===== config.mk =====
export PLATFORM = sky130hd
export DESIGN_NAME = cntr_wb_ctrl
export DESIGN_NICKNAME = d
export VERILOG_FILES = /design/src/rtl/cntr_ctrl_pkg.sv /design/src/rtl/cntr_tick_gen.sv /design/src/rtl/cntr_wb_ctrl.sv
export SDC_FILE = /design/constraint.sdc
export NUM_CORES = 1
export LEC_CHECK = 0
export BUFFER_PORTS_ARGS = -buffer_cell sky130_fd_sc_hd__buf_2
export CAP_MARGIN = 10
export CORE_ASPECT_RATIO = 0.75
export CORE_UTILIZATION = 40
export CTS_CLUSTER_DIAMETER = 120
export CTS_CLUSTER_SIZE = 8
export DETAILED_ROUTE_END_ITERATION = 8
export PLACE_DENSITY = 0.69
export SLEW_MARGIN = 20
export SYNTH_ARGS = -nofsm -noshare
export SYNTH_HDL_FRONTEND = slang
export SYNTH_SLANG_ARGS = --single-unit

===== constraint.sdc =====
create_clock -name wb_clk_i -period 5.6 [get_ports wb_clk_i]
set_input_delay 1.68 -clock wb_clk_i [delete_from_list [all_inputs] [get_ports wb_clk_i]]
set_output_delay 1.68 -clock wb_clk_i [all_outputs]
set_load 0.01 [all_outputs]

===== src/rtl/cntr_ctrl_pkg.sv =====
// Shared register map, bit positions, FSM state type and byte-lane merge helper
// for the Wishbone-controlled pad counter.
package cntr_ctrl_pkg;

  localparam logic [7:0] OFS_CTRL     = 8'h00;
  localparam logic [7:0] OFS_STATUS   = 8'h04;
  localparam logic [7:0] OFS_LOAD     = 8'h08;
  localparam logic [7:0] OFS_LIMIT    = 8'h0C;
  localparam logic [7:0] OFS_PRESCALE = 8'h10;
  localparam logic [7:0] OFS_COUNT    = 8'h14;
  localparam logic [7:0] OFS_OEB      = 8'h18;

  localparam int CTRL_START  = 32'd0;
  localparam int CTRL_STOP   = 32'd1;
  localparam int CTRL_MODE   = 32'd2;
  localparam int CTRL_DIR    = 32'd3;
  localparam int CTRL_IRQ_EN = 32'd4;
  localparam int STAT_DONE   = 32'd2;

  typedef enum logic [1:0] {
    ST_IDLE = 2'd0,
    ST_RUN  = 2'd1,
    ST_DONE = 2'd2
  } cntr_state_t;

  function automatic logic [31:0] merge_bytes(input logic [31:0] old_val,
                                              input logic [31:0] new_val,
                                              input logic [3:0]  sel);
    logic [31:0] res;
    res = old_val;
    for (int b = 0; b < 4; b++) begin
      if (sel[b]) res[8*b +: 8] = new_val[8*b +: 8];
    end
    return res;
  endfunction

endpackage


===== src/rtl/cntr_tick_gen.sv =====
// 16-bit prescaler: emits a single-cycle tick every PRESCALE+1 enabled cycles.
module cntr_tick_gen (
  input  logic        clk,
  input  logic        rst,
  input  logic        clr,
  input  logic        en,
  input  logic [15:0] prescale,
  output logic        tick
);

  logic [15:0] pre_r;

  // >= rather than == so a PRESCALE lowered mid-run below the current phase
  // ticks immediately instead of wrapping through 65536 cycles.
  assign tick = en & (pre_r >= prescale);

  // Prescaler phase counter
  always_ff @(posedge clk) begin
    if (rst) begin
      pre_r <= 16'h0000;
    end else if (clr) begin
      pre_r <= 16'h0000;
    end else if (en) begin
      pre_r <= tick ? 16'h0000 : pre_r + 16'h0001;
    end
  end

endmodule


===== src/rtl/cntr_wb_ctrl.sv =====
// Wishbone slave that programs and sequences the pad counter: register file,
// run/done FSM, counter, pad output enables and limit-match interrupt.
module cntr_wb_ctrl
  import cntr_ctrl_pkg::*;
#(
  parameter int          WIDTH     = 20,
  parameter logic [31:0] BASE_ADDR = 32'h3000_0000
) (
  input  logic             wb_clk_i,
  input  logic             wb_rst_i,
  input  logic             wbs_cyc_i,
  input  logic             wbs_stb_i,
  input  logic             wbs_we_i,
  input  logic [3:0]       wbs_sel_i,
  input  logic [31:0]      wbs_adr_i,
  input  logic [31:0]      wbs_dat_i,
  output logic             wbs_ack_o,
  output logic [31:0]      wbs_dat_o,
  output logic [WIDTH-1:0] cnt_o,
  output logic [WIDTH-1:0] io_oeb_o,
  output logic             irq_o
);

  localparam logic [WIDTH-1:0] CNT_ONE = {{(WIDTH-1){1'b0}}, 1'b1};

  logic             ack_r, irq_r, mode_r, dir_r, irq_en_r, done_flag_r;
  logic [31:0]      dat_r, rd_data_s;
  logic [WIDTH-1:0] load_r, limit_r, oeb_r, count_r, count_nxt_s;
  logic [15:0]      prescale_r;
  cntr_state_t      state_r, state_nxt_s;
  logic             hit_s, access_s, wr_s, ctrl_wr_s, start_s, stop_s, w1c_s;
  logic             run_s, tick_s, done_set_s, done_nxt_s, irq_en_nxt_s;
  logic [7:0]       ofs_s;

  // Full byte offset is decoded, so misaligned addresses fall into the unmapped space.
  assign ofs_s        = wbs_adr_i[7:0];
  assign hit_s        = wbs_cyc_i & wbs_stb_i & (wbs_adr_i[31:8] == BASE_ADDR[31:8]);
  assign access_s     = hit_s & ~ack_r;
  assign wr_s         = access_s & wbs_we_i;
  assign ctrl_wr_s    = wr_s & (ofs_s == OFS_CTRL) & wbs_sel_i[0];
  assign start_s      = ctrl_wr_s & wbs_dat_i[CTRL_START];
  assign stop_s       = ctrl_wr_s & wbs_dat_i[CTRL_STOP];
  assign w1c_s        = wr_s & (ofs_s == OFS_STATUS) & wbs_sel_i[0] & wbs_dat_i[STAT_DONE];
  assign run_s        = (state_r == ST_RUN);
  assign done_nxt_s   = done_set_s | (done_flag_r & ~w1c_s);
  assign irq_en_nxt_s = ctrl_wr_s ? wbs_dat_i[CTRL_IRQ_EN] : irq_en_r;

  assign wbs_ack_o = ack_r;
  assign wbs_dat_o = dat_r;
  assign cnt_o     = count_r;
  assign io_oeb_o  = oeb_r;
  assign irq_o     = irq_r;

  cntr_tick_gen u_tick (
    .clk      (wb_clk_i),
    .rst      (wb_rst_i),
    .clr      (start_s),
    .en       (run_s),
    .prescale (prescale_r),
    .tick     (tick_s)
  );

  // Read-data mux
  always_comb begin
    rd_data_s = 32'h0000_0000;
    case (ofs_s)
      OFS_CTRL:     rd_data_s = {27'h0, irq_en_r, dir_r, mode_r, 2'b00};
      OFS_STATUS:   rd_data_s = {29'h0, done_flag_r, state_r};
      OFS_LOAD:     rd_data_s = 32'(load_r);
      OFS_LIMIT:    rd_data_s = 32'(limit_r);
      OFS_PRESCALE: rd_data_s = {16'h0000, prescale_r};
      OFS_COUNT:    rd_data_s = 32'(count_r);
      OFS_OEB:      rd_data_s = 32'(oeb_r);
      default:      rd_data_s = 32'h0000_0000;
    endcase
  end

  // Run FSM and counter next-state; STOP outranks START, both outrank a tick
  always_comb begin
    state_nxt_s = state_r;
    count_nxt_s = count_r;
    done_set_s  = 1'b0;
    case (state_r)
      ST_IDLE, ST_DONE: begin
        if (stop_s) begin
          state_nxt_s = ST_IDLE;
        end else if (start_s) begin
          state_nxt_s = ST_RUN;
          count_nxt_s = load_r;
        end else begin
          state_nxt_s = state_r;
        end
      end
      ST_RUN: begin
        if (stop_s) begin
          state_nxt_s = ST_IDLE;
        end else if (start_s) begin
          count_nxt_s = load_r;
        end else if (tick_s && (count_r == limit_r)) begin
          done_set_s = 1'b1;
          if (mode_r) count_nxt_s = load_r;
          else        state_nxt_s = ST_DONE;
        end else if (tick_s) begin
          count_nxt_s = dir_r ? count_r - CNT_ONE : count_r + CNT_ONE;
        end else begin
          count_nxt_s = count_r;
        end
      end
      default: state_nxt_s = ST_IDLE;
    endcase
  end

  // Wishbone acknowledge and registered read data
  always_ff @(posedge wb_clk_i) begin
    if (wb_rst_i) begin
      ack_r <= 1'b0;
      dat_r <= 32'h0000_0000;
    end else begin
      ack_r <= access_s;
      dat_r <= (access_s & ~wbs_we_i) ? rd_data_s : 32'h0000_0000;
    end
  end

  // Configuration registers
  always_ff @(posedge wb_clk_i) begin
    if (wb_rst_i) begin
      load_r     <= {WIDTH{1'b0}};
      limit_r    <= {WIDTH{1'b0}};
      oeb_r      <= {WIDTH{1'b1}};
      prescale_r <= 16'h0000;
      mode_r     <= 1'b0;
      dir_r      <= 1'b0;
      irq_en_r   <= 1'b0;
    end else begin
      if (wr_s && ofs_s == OFS_LOAD)
        load_r <= WIDTH'(merge_bytes(32'(load_r), wbs_dat_i, wbs_sel_i));
      if (wr_s && ofs_s == OFS_LIMIT)
        limit_r <= WIDTH'(merge_bytes(32'(limit_r), wbs_dat_i, wbs_sel_i));
      if (wr_s && ofs_s == OFS_OEB)
        oeb_r <= WIDTH'(merge_bytes(32'(oeb_r), wbs_dat_i, wbs_sel_i));
      if (wr_s && ofs_s == OFS_PRESCALE)
        prescale_r <= 16'(merge_bytes({16'h0000, prescale_r}, wbs_dat_i, wbs_sel_i));
      if (ctrl_wr_s) begin
        mode_r <= wbs_dat_i[CTRL_MODE];
        dir_r  <= wbs_dat_i[CTRL_DIR];
      end
      irq_en_r <= irq_en_nxt_s;
    end
  end

  // State, count, sticky done flag and interrupt
  always_ff @(posedge wb_clk_i) begin
    if (wb_rst_i) begin
      state_r     <= ST_IDLE;
      count_r     <= {WIDTH{1'b0}};
      done_flag_r <= 1'b0;
      irq_r       <= 1'b0;
    end else begin
      state_r     <= state_nxt_s;
      count_r     <= count_nxt_s;
      done_flag_r <= done_nxt_s;
      irq_r       <= done_nxt_s & irq_en_nxt_s;
    end
  end

endmodule


### Word-level counts from Yosys, hierarchy flattened

Index checks and enable logic that the tools add are counted.

* logic and storage cells: 111
* output and inout port bits: 74
* bits of input ports: 73
* register bits after elaboration: 152

* reductions and logical operators: 24
* magnitude comparators: 1
* bitwise gates (word level): 20
* equality and inequality tests: 19
* add/subtract/negate cells: 3
* multiplexer cells: 23

Operators with widths (number)
* 20-bit two-way mux: 8
* 20-bit case mux with 7 select lines: 1
* 20-bit case mux with 2 select lines: 1
* 24-bit by 22-bit == test with 1-bit output, second input constant: 1
* 8-bit by 5-bit == test with 1-bit output, second input constant: 3
* 2-bit AND reduction: 11
* 20-bit by 1-bit adder with 20-bit output, second input constant: 1
* 20-bit == test: 1
* 20-bit by 1-bit subtractor with 20-bit output, second input constant: 1
* 16-bit by 1-bit adder with 16-bit output, second input constant: 1
* 8-bit by 4-bit == test with 1-bit output, second input constant: 2
* 16-bit greater-or-equal comparator: 1
* 16-bit two-way mux: 1
* 1-bit bitwise AND: 15
* 2-bit two-way mux: 6
* 3-bit inequality test, second input constant: 4
* 8-bit by 3-bit == test with 1-bit output, second input constant: 1
* 8-bit logical NOT: 1
* 4-bit inequality test, second input constant: 2
* 2-bit inequality test, second input constant: 3
* 6-bit AND reduction: 1
* 2-bit OR reduction: 3
* 1-bit logical AND: 5
* 1-bit two-way mux: 5
* other kinds (8): 11

### Depth between registers and ports, before layout

Gate-level depths: netlist of the first run.

* word-level depth: 12
* mapped depth: 11
* mapped depth without buffers: 10

### By module

From an unflattened synthesis of the first run, not the netlist that was laid out.

* cell total of the unflattened synthesis: 983
* area, all modules: 8122.8 µm²

Modules (own cells, without submodules)
* cntr_wb_ctrl: instances 1, area an instance 6919.1 µm², cells an instance 845, seq. area each 2482.4 µm²
* cntr_tick_gen: instances 1, area an instance 1203.7 µm², cells an instance 138, seq. area each 320.3 µm²

### Least setup slack after synthesis of the first run

Ideal clock, no wire load.

* kind: input to register
* start: in wbs_adr_i[16]
* end: reg oeb_r[0], in the netlist io_oeb_o[0]
* buffers on the path: 2
* data required time: 5.471 ns
* stages on the path: 8
* setup slack: 1.976 ns
* library setup time: 0.129 ns
* arrival time: 3.495 ns
* cell sequence: nor4_1 > nand4_1 > nor4_1 > clkbuf_1 > and2_1 > buf_2 > mux2i_1 > nand2_1

* cells in the longest elaborated chain, start to end: 6

Ends and longest elaborated chain
* start, declared: line cntr_wb_ctrl.sv:15 `input logic [31:0] wbs_adr_i,`
* 24-bit by 22-bit == test with 1-bit output: line cntr_wb_ctrl.sv:37 `assign hit_s = wbs_cyc_i & wbs_stb_i & (wbs_adr_i[31:8] == BASE_ADDR[31:8]);`
* 1-bit bitwise AND: line cntr_wb_ctrl.sv:37
* 1-bit bitwise AND: line cntr_wb_ctrl.sv:38 `assign access_s = hit_s & ~ack_r;`
* 1-bit bitwise AND: line cntr_wb_ctrl.sv:39 `assign wr_s = access_s & wbs_we_i;`
* 1-bit logical AND: line cntr_wb_ctrl.sv:139 `if (wr_s && ofs_s == OFS_OEB)`
* 2-bit AND reduction (no source line)
* end signal, assigned: line cntr_wb_ctrl.sv:129 `oeb_r <= {WIDTH{1'b1}};`
* end signal, assigned: line cntr_wb_ctrl.sv:140 `oeb_r <= WIDTH'(merge_bytes(32'(oeb_r), wbs_dat_i, wbs_sel_i));`
* end, declared: line cntr_wb_ctrl.sv:28 `logic [WIDTH-1:0] load_r, limit_r, oeb_r, count_r, count_nxt_s;`

Every way passes these cells.
A chain may end at the register's enable or synchronous reset.

### Final worst setup path of the first run

* start: in wbs_adr_i[9]
* end: reg prescale_r[15]

* cells in the longest elaborated chain, start to end: 6

Ends and longest elaborated chain
* 24-bit by 22-bit == test with 1-bit output: line cntr_wb_ctrl.sv:37
* 1-bit bitwise AND: line cntr_wb_ctrl.sv:37
* 1-bit bitwise AND: line cntr_wb_ctrl.sv:38
* 1-bit bitwise AND: line cntr_wb_ctrl.sv:39
* 1-bit logical AND: line cntr_wb_ctrl.sv:141 `if (wr_s && ofs_s == OFS_PRESCALE)`
* 2-bit AND reduction (no source line)
* end signal, assigned: line cntr_wb_ctrl.sv:142 `prescale_r <= 16'(merge_bytes({16'h0000, prescale_r}, wbs_dat_i, wbs_sel_i));`
* end, declared: line cntr_wb_ctrl.sv:29 `logic [15:0] prescale_r;`

Every way passes these cells.

==> run metrics, run 1 <==
number of global-route vias before repair=between 6000 and 7000; fin crit share=71.30%; Peak VDD IR=approximately 0.19 mV; Crit path largest cell delay=approximately 0.79 ns; die height=around 120 um; cell area power density=between 200 and 300 nW/um2; drt wl/cell=~18 um; Pint=between 0.0015 and 0.002 W; kind of critical path=primary input to flip-flop; Port Buffers=approximately 120; vias per std cell=5.613; CTS sink cnt=140; CTS tree=built; area grow syn2layout=18.63%; syn_area_per_cell=between 8 and 9 um2; Async S/R FF share, synth=0%; setup repair after global routing missed its margin=no; WP data required=between 5 and 6 ns; LEAKAGE=about 3.3 nW; CTS root buf=clkbuf_16; initial core utilization=41.45%; Final Net Count=roughly 1100; Max FO, Critical Path=8; switching power=roughly 0.00050 W; crit end category=flip-flop; Fin. Hold Viols=0; Synth Warn #=0; dominant cell type by area after synthesis=dfxtp_1; fill cell count=1724; Primary FF master, synth=dfxtp_1; R2R Setup Slk=between 2 and 2.5 ns; final setup fails=0; CORE AREA=approximately 18000 um2; Cells after Synth=approximately 900; # Post-CTS Setup Buffers=0; Synth Register Bits=140; first-pass iteration count of the detailed router=8; worst slew pin tran=0.9520 ns; num ports=around 150; Post-route DRC=0; initial antenna violation count=1; Clock power frac=between 50% and 60%; Die W=roughly 160 um; Gates resized, CTS repair=0; total grt overflow=0; htree depth=4; routability congestion estimate=0.9144; cell with the most instances after synthesis=dfxtp_1; clock-pin slew on the worst setup and hold paths=0.06 ns; switching part of the total=between 20% and 30%; Seq/Total Area, Yosys=a little under two fifths; clk_skew=0.008438 ns; GRT Overall Usage=a little under a quarter; worst path arrival time=4.27 ns; Maximum Capacitance Violations=0; slowest cell on the critical path=nor2b_1; top cells by count, synth=dfxtp_1, nand2_1, a21oi_1; total CTS buffers=17; Gate power share=under 10%; Netlist cell types=58; buffer levels on the longest clock path=2; number of routed nets with antenna violations=0; area of the die=~19000 um2; hold_buf cts=0; Post-DP HPWL=16.33 mm; Worst setup SP type=primary input; fin util=between 40% and 50%; # rows=between 40 and 50; worst min path class=flip-flop to flip-flop; Slew HR=between 30% and 40%; top area cells in the synthesized netlist=dfxtp_1, mux2i_1, nand2_1; detailed-route via count=roughly 7000; number of synthesized flops with an enable pin=0; Reg power frac=44.8%; outcome=complete, no violations; clk_lat worst skew=~0.42 ns; final WL=22.39 mm; Post-Syn Area=7428 um2; n_diodes=0; final slew viol count=0; setup TNS=0 ns; initial drt markers=about 710; minimum clock period after layout=3.993 ns; Critical Path, Cell by Cell=buf_2 > nor4bb_1 > nand4_1 > nor3_1 > nand3_1 > nor2b_1 > mux2i_1 > nor2_1; largest net degree at the start of global routing=70; Yosys top cell area share=~38%; share of cells above drive strength 1=17.56%; fmax=roughly 250 MHz; first-pass GRT wire length=around 36 mm
-- routing by layer --
layer | wire length [um] | global-route usage, % | vias to the layer above | part of all wire, %
met4 | 295 | 6.010 | 2 | 1.3
met1 | 10430 | 35.04 | 3259 | 47
li1 | - | - | 3371 | -
met5 | 9 | 0 | - | 0.040
met3 | 2307 | 4.874 | 32 | 10
met2 | 9350 | 34.65 | 352 | 42
-- worst max-delay path, delay by kind of cell --
kind	cells	cell delay, ns
buf+inv	1	0.10
mux	1	0.28
simple gates	6	2.21
-- power groups by stage --
stage	Combinational, W	Sequential [W]	Clock (W)
6_report	0.0000648	0.000996	0.00116
5_1_grt	0.0000697	0.000995	0.00121
2_1_floorplan	0.0000317	0.00102	0
4_1_cts	0.0000639	0.000996	0.00117
3_3_place_gp	0.0000631	0.00102	0
3_5_place_dp	0.0000635	0.00102	0
-- cell families after synthesis --
| kind of cell | after synthesis | share of synthesized area, % |
|---|---|---|
| compound gates | 197 | 17.30 |
| xor+xnor | 49 | 5.777 |
| fa+ha+maj | 36 | 6.165 |
| buf+inv | 87 | 5.188 |
| flops | 140 | 37.73 |
| mux | 59 | 7.950 |
| other cells | 1 | 0.05048 |
| simple gates | 320 | 19.84 |
-- metrics by stage --
stage,cell area (um2),worst slack [ns],power [W],hold slack [ns],cells
global route,8812,1.272,0.002275,0.4958,1250
global placement,8213,1.295,0.001081,0.4607,1218
floorplan,7470,1.976,0.001050,0.4444,900
finish,8812,1.607,0.002220,0.4788,1250
detailed placement,8213,1.173,0.001081,0.4699,1218
CTS,8812,1.577,0.002227,0.4758,1250
-- state kept, by name, indices dropped and copies added (netlist names) --
register / count
cnt_o: 20
dir_r: 1
done_flag_r: 1
io_oeb_o: 20
irq_en_r: 1
irq_o: 1
limit_r: 20
load_r: 20
mode_r: 1
prescale_r: 16
state_r: 2
u_tick.pre_r: 16
wbs_ack_o: 1
wbs_dat_o: 20
-- placed cells by master (no fill, tap or decap), drive strengths merged, types with 7 or more instances in the layout --
cell / count
a21oi: 79
a222oi: 17
a22oi: 20
a31oi: 13
and2: 9
and3: 7
buf: 134
clkbuf: 19
conb: 12
dfxtp: 140
ha: 35
inv: 32
mux2i: 59
nand2: 128
nand3: 29
nand4: 13
nor2: 78
nor3: 14
nor4: 16
o21ai: 33
xnor2: 27
xor2: 22
-- worst paths after layout --
check,from,endpoint,cells past startpoint
worst max register to register,dir_r,cnt_o[18],9
worst max-delay path,wbs_adr_i[9],prescale_r[15],8
worst min-delay path,prescale_r[2],prescale_r[2],2
worst min register to register,prescale_r[2],prescale_r[2],2
-- area by class of cell --
class / instances / area (um2) / area share (%)
multi-input combinational: 673 / 4295 / 48.74
sequential: 140 / 2803 / 31.80
timing repair buffer: 134 / 703.2 / 7.980
clock buffer: 19 / 432.9 / 4.913
tap: 242 / 302.8 / 3.436
clock inverter: 13 / 166.4 / 1.888
inverter: 29 / 108.9 / 1.235
No activity file was read; power rests on OpenSTA's default activity.
==> inputs of run 2 (changes only) <==
--- a/config.mk
+++ b/config.mk
@@ -5,6 +5,7 @@
 export SDC_FILE = /design/constraint.sdc
 export NUM_CORES = 1
 export LEC_CHECK = 0
+export ABC_AREA = 1
 export BUFFER_PORTS_ARGS = -buffer_cell sky130_fd_sc_hd__buf_2
 export CAP_MARGIN = 10
 export CORE_ASPECT_RATIO = 0.75
==> constraint.sdc (replaced) <==
create_clock -name wb_clk_i -period 4.02 [get_ports wb_clk_i]
set_input_delay 1.206 -clock wb_clk_i [delete_from_list [all_inputs] [get_ports wb_clk_i]]
set_output_delay 1.206 -clock wb_clk_i [all_outputs]
set_load 0.01 [all_outputs]
==> run 2 against run 1 <==
Utilization decreased by 0.59 points. Clock skew grew 0.0031 ns. Total power grew 43%. Largest power group unchanged. Synthesized cell count is 26% higher. Flip-flop and latch count did not move. Critical path depth decreased by 1. Sequential share of layout area is 2.1 points lower. Die area is 7.4% higher. Critical endpoint is now io_oeb_o[12]. Combinational power up 59%. Sequential power increased by 40%.
==> run metrics, run 2 <==
Max FO, Critical Path=14; Synth Register Bits=140; Synth Warn #=0; share of cells above drive strength 1=roughly 18%; final setup fails=0; area grow syn2layout=18.18%; Crit path largest cell delay=0.55 ns; vias per std cell=roughly 5.2; Die W=between 150 and 200 um; clk_skew=~0.012 ns; CTS tree=built; Critical Path, Cell by Cell=buf_2 > nor4_1 > nand2_1 > inv_1 > nand3_1 > nand2_1 > o211ai_1; commonest non-fill, non-tap cell in the layout=nand2_1; Post-DP HPWL=17.57 mm; CTS root buf=clkbuf_16; clk_lat worst skew=0.44 ns; Seq/Total Area, Yosys=around a third; detailed-route via count=between 7000 and 8000; top cells by count, synth=nand2_1, dfxtp_1, inv_1; fin crit share=between 70 and 80%; LEAKAGE=between 4 and 5 nW; GRT Overall Usage=23.30%; drt wl/cell=15.57 um; initial antenna violation count=1; CTS sink cnt=140; first-pass GRT wire length=37.18 mm; dominant cell type by area after synthesis=dfxtp_1; first-pass iteration count of the detailed router=5; outcome=complete, no violations; htree depth=4; WP data required=about 4.3 ns; Maximum Capacitance Violations=0; cell area power density=approximately 340 nW/um2; Synth Area in Compound Gates=around a fifth; cell with the most instances after synthesis=nand2_1; R2R Setup Slk=1.07 ns; cell total after placement=~1500; Post-route DRC=0; Async S/R FF share, synth=0%; commonest cells after routing, fill and taps aside=nand2_1, dfxtp_1, inv_1; CORE AREA=~20000 um2; fill cell count=approximately 1900; setup repair after global routing missed its margin=no; Post-Layout Cell Count=1503; routability congestion estimate=slightly above 0.9; clock-pin slew on the worst setup and hold paths=0.06 ns; setup TNS=0 ns; Port Buffers=approximately 120; minimum clock period after layout=2.957 ns; worst slew pin tran=roughly 0.96 ns; Primary FF master, synth=dfxtp_1; worst min path class=flip-flop to flip-flop; Final Net Count=1345; Peak VDD IR=0.2019 mV; number of synthesized flops with an enable pin=0; total grt overflow=0; # rows=between 40 and 50; multiplexer share of the synthesized area=0%; num ports=about 150; fin util=48.58%; syn_area_per_cell=roughly 7 um2; # Post-CTS Setup Buffers=0; fmax=about 340 MHz; number of global-route vias before repair=7084; XOR/XNOR Fraction of Synth Area=3.947%; Post-Synth Simple-Gate Area=between 20% and 30%; slowest cell on the critical path=nor4_1; Netlist cell types=56; Gates resized, CTS repair=0; hold_buf cts=0; main combinational cell family by area after synthesis=simple AND/OR/NAND/NOR gates; Fin. Hold Viols=0; crit end category=flip-flop; Cells after Synth=~1100; initial core utilization=a little over 40%; Slew HR=36.10%; buffer levels on the longest clock path=2; top area cells in the synthesized netlist=dfxtp_1, nand2_1, inv_1; area of the die=20550 um2; final slew viol count=0; number of routed nets with antenna violations=0; kind of critical path=primary input to flip-flop; Adder-Cell Fraction of Synth Area=5.732%; die height=approximately 120 um; initial drt markers=about 770; total CTS buffers=17; largest net degree at the start of global routing=73; most used cell, CP=nand2_1; Yosys top cell area share=35.08%; worst path arrival time=approximately 3.2 ns; final WL=approximately 23 mm; Post-Syn Area=~8000 um2; Worst setup SP type=primary input
==> run 2: cell types whose count changed after synthesis, sizes merged, moves of 15 or more <==
cell / before / now
a21oi: 79 / 96
nand2: 128 / 221
nor2: 78 / 131
clkbuf: 39 / 24
mux2i: 59 / 0
a222oi: 17 / 0
o21ai: 33 / 77
a22oi: 20 / 0
inv: 29 / 142
nand3: 29 / 48
==> run 2: logic make-up (layout without fill, tap and decap cells) <==
kind of cell               after synthesis  count (layout)
and+or+nand+nor                        462             462
AOI/OAI and AO/OA                      251             251
buffers and inverters                  192             312
DFF                                    140             140
adders and majority gates               36              36
xor gates and xnor gates                36              36
other                                    1              13
==> run 2: critical path, delay by kind of cell <==
family	cells	cell delay, ns
simple gates	4	1.46
compound gates	1	0.10
buf+inv	2	0.46
==> run 2: metrics by stage <==
stage,instance area [um2],power [W],hold slack [ns],setup slack (ns)
finish,9442,0.003185,0.4747,1.063
floorplan,8030,0.001475,0.4435,1.359
detailed placement,8802,0.001520,0.4573,0.6990
global route,9439,0.003272,0.4794,0.7674
CTS,9438,0.003193,0.4711,1.054
global placement,8802,0.001520,0.4554,0.7128
==> run 2: routing by layer <==
| layer | track usage (%) | part of all wire, % | vias up |
|---|---|---|---|
| met2 | 33.89 | 42 | 309 |
| met1 | 34.04 | 47 | 3537 |
| met4 | 5.882 | 1.5 | 0 |
| met5 | 0 | 0 | - |
| met3 | 5.461 | 8.8 | 31 |
| li1 | - | - | 3945 |
==> run 2: layout make-up <==
type | instances | area (um2) | area share [%]
antenna | 1 | 2.502 | 0.02650
clock buffer | 21 | 480.5 | 5.089
clock inverter | 11 | 155.1 | 1.643
inverter | 144 | 541.8 | 5.738
multi-input combinational | 797 | 4424 | 46.86
sequential | 140 | 2803 | 29.68
tap | 253 | 316.6 | 3.353
timing repair buffer | 136 | 718.2 | 7.607
==> run 2: power breakdown <==
part | switching, W | internal [W] | total (W)
registers | 0.000000000000179 | 0.00139 | 0.00139
clock network | 0.000645 | 0.00105 | 0.00169
logic | 0.0000712 | 0.0000322 | 0.000103
total | 0.000716 | 0.00247 | 0.00319
==> run 2: worst paths after layout <==
kind / startpoint / end / cells past startpoint
worst min-delay path: load_r[13] / wbs_dat_o[13] / 2
worst max register to register: u_tick.pre_r[3] / cnt_o[5] / 13
worst max-delay path: wbs_adr_i[5] / io_oeb_o[12] / 7
worst min register to register: load_r[13] / wbs_dat_o[13] / 2
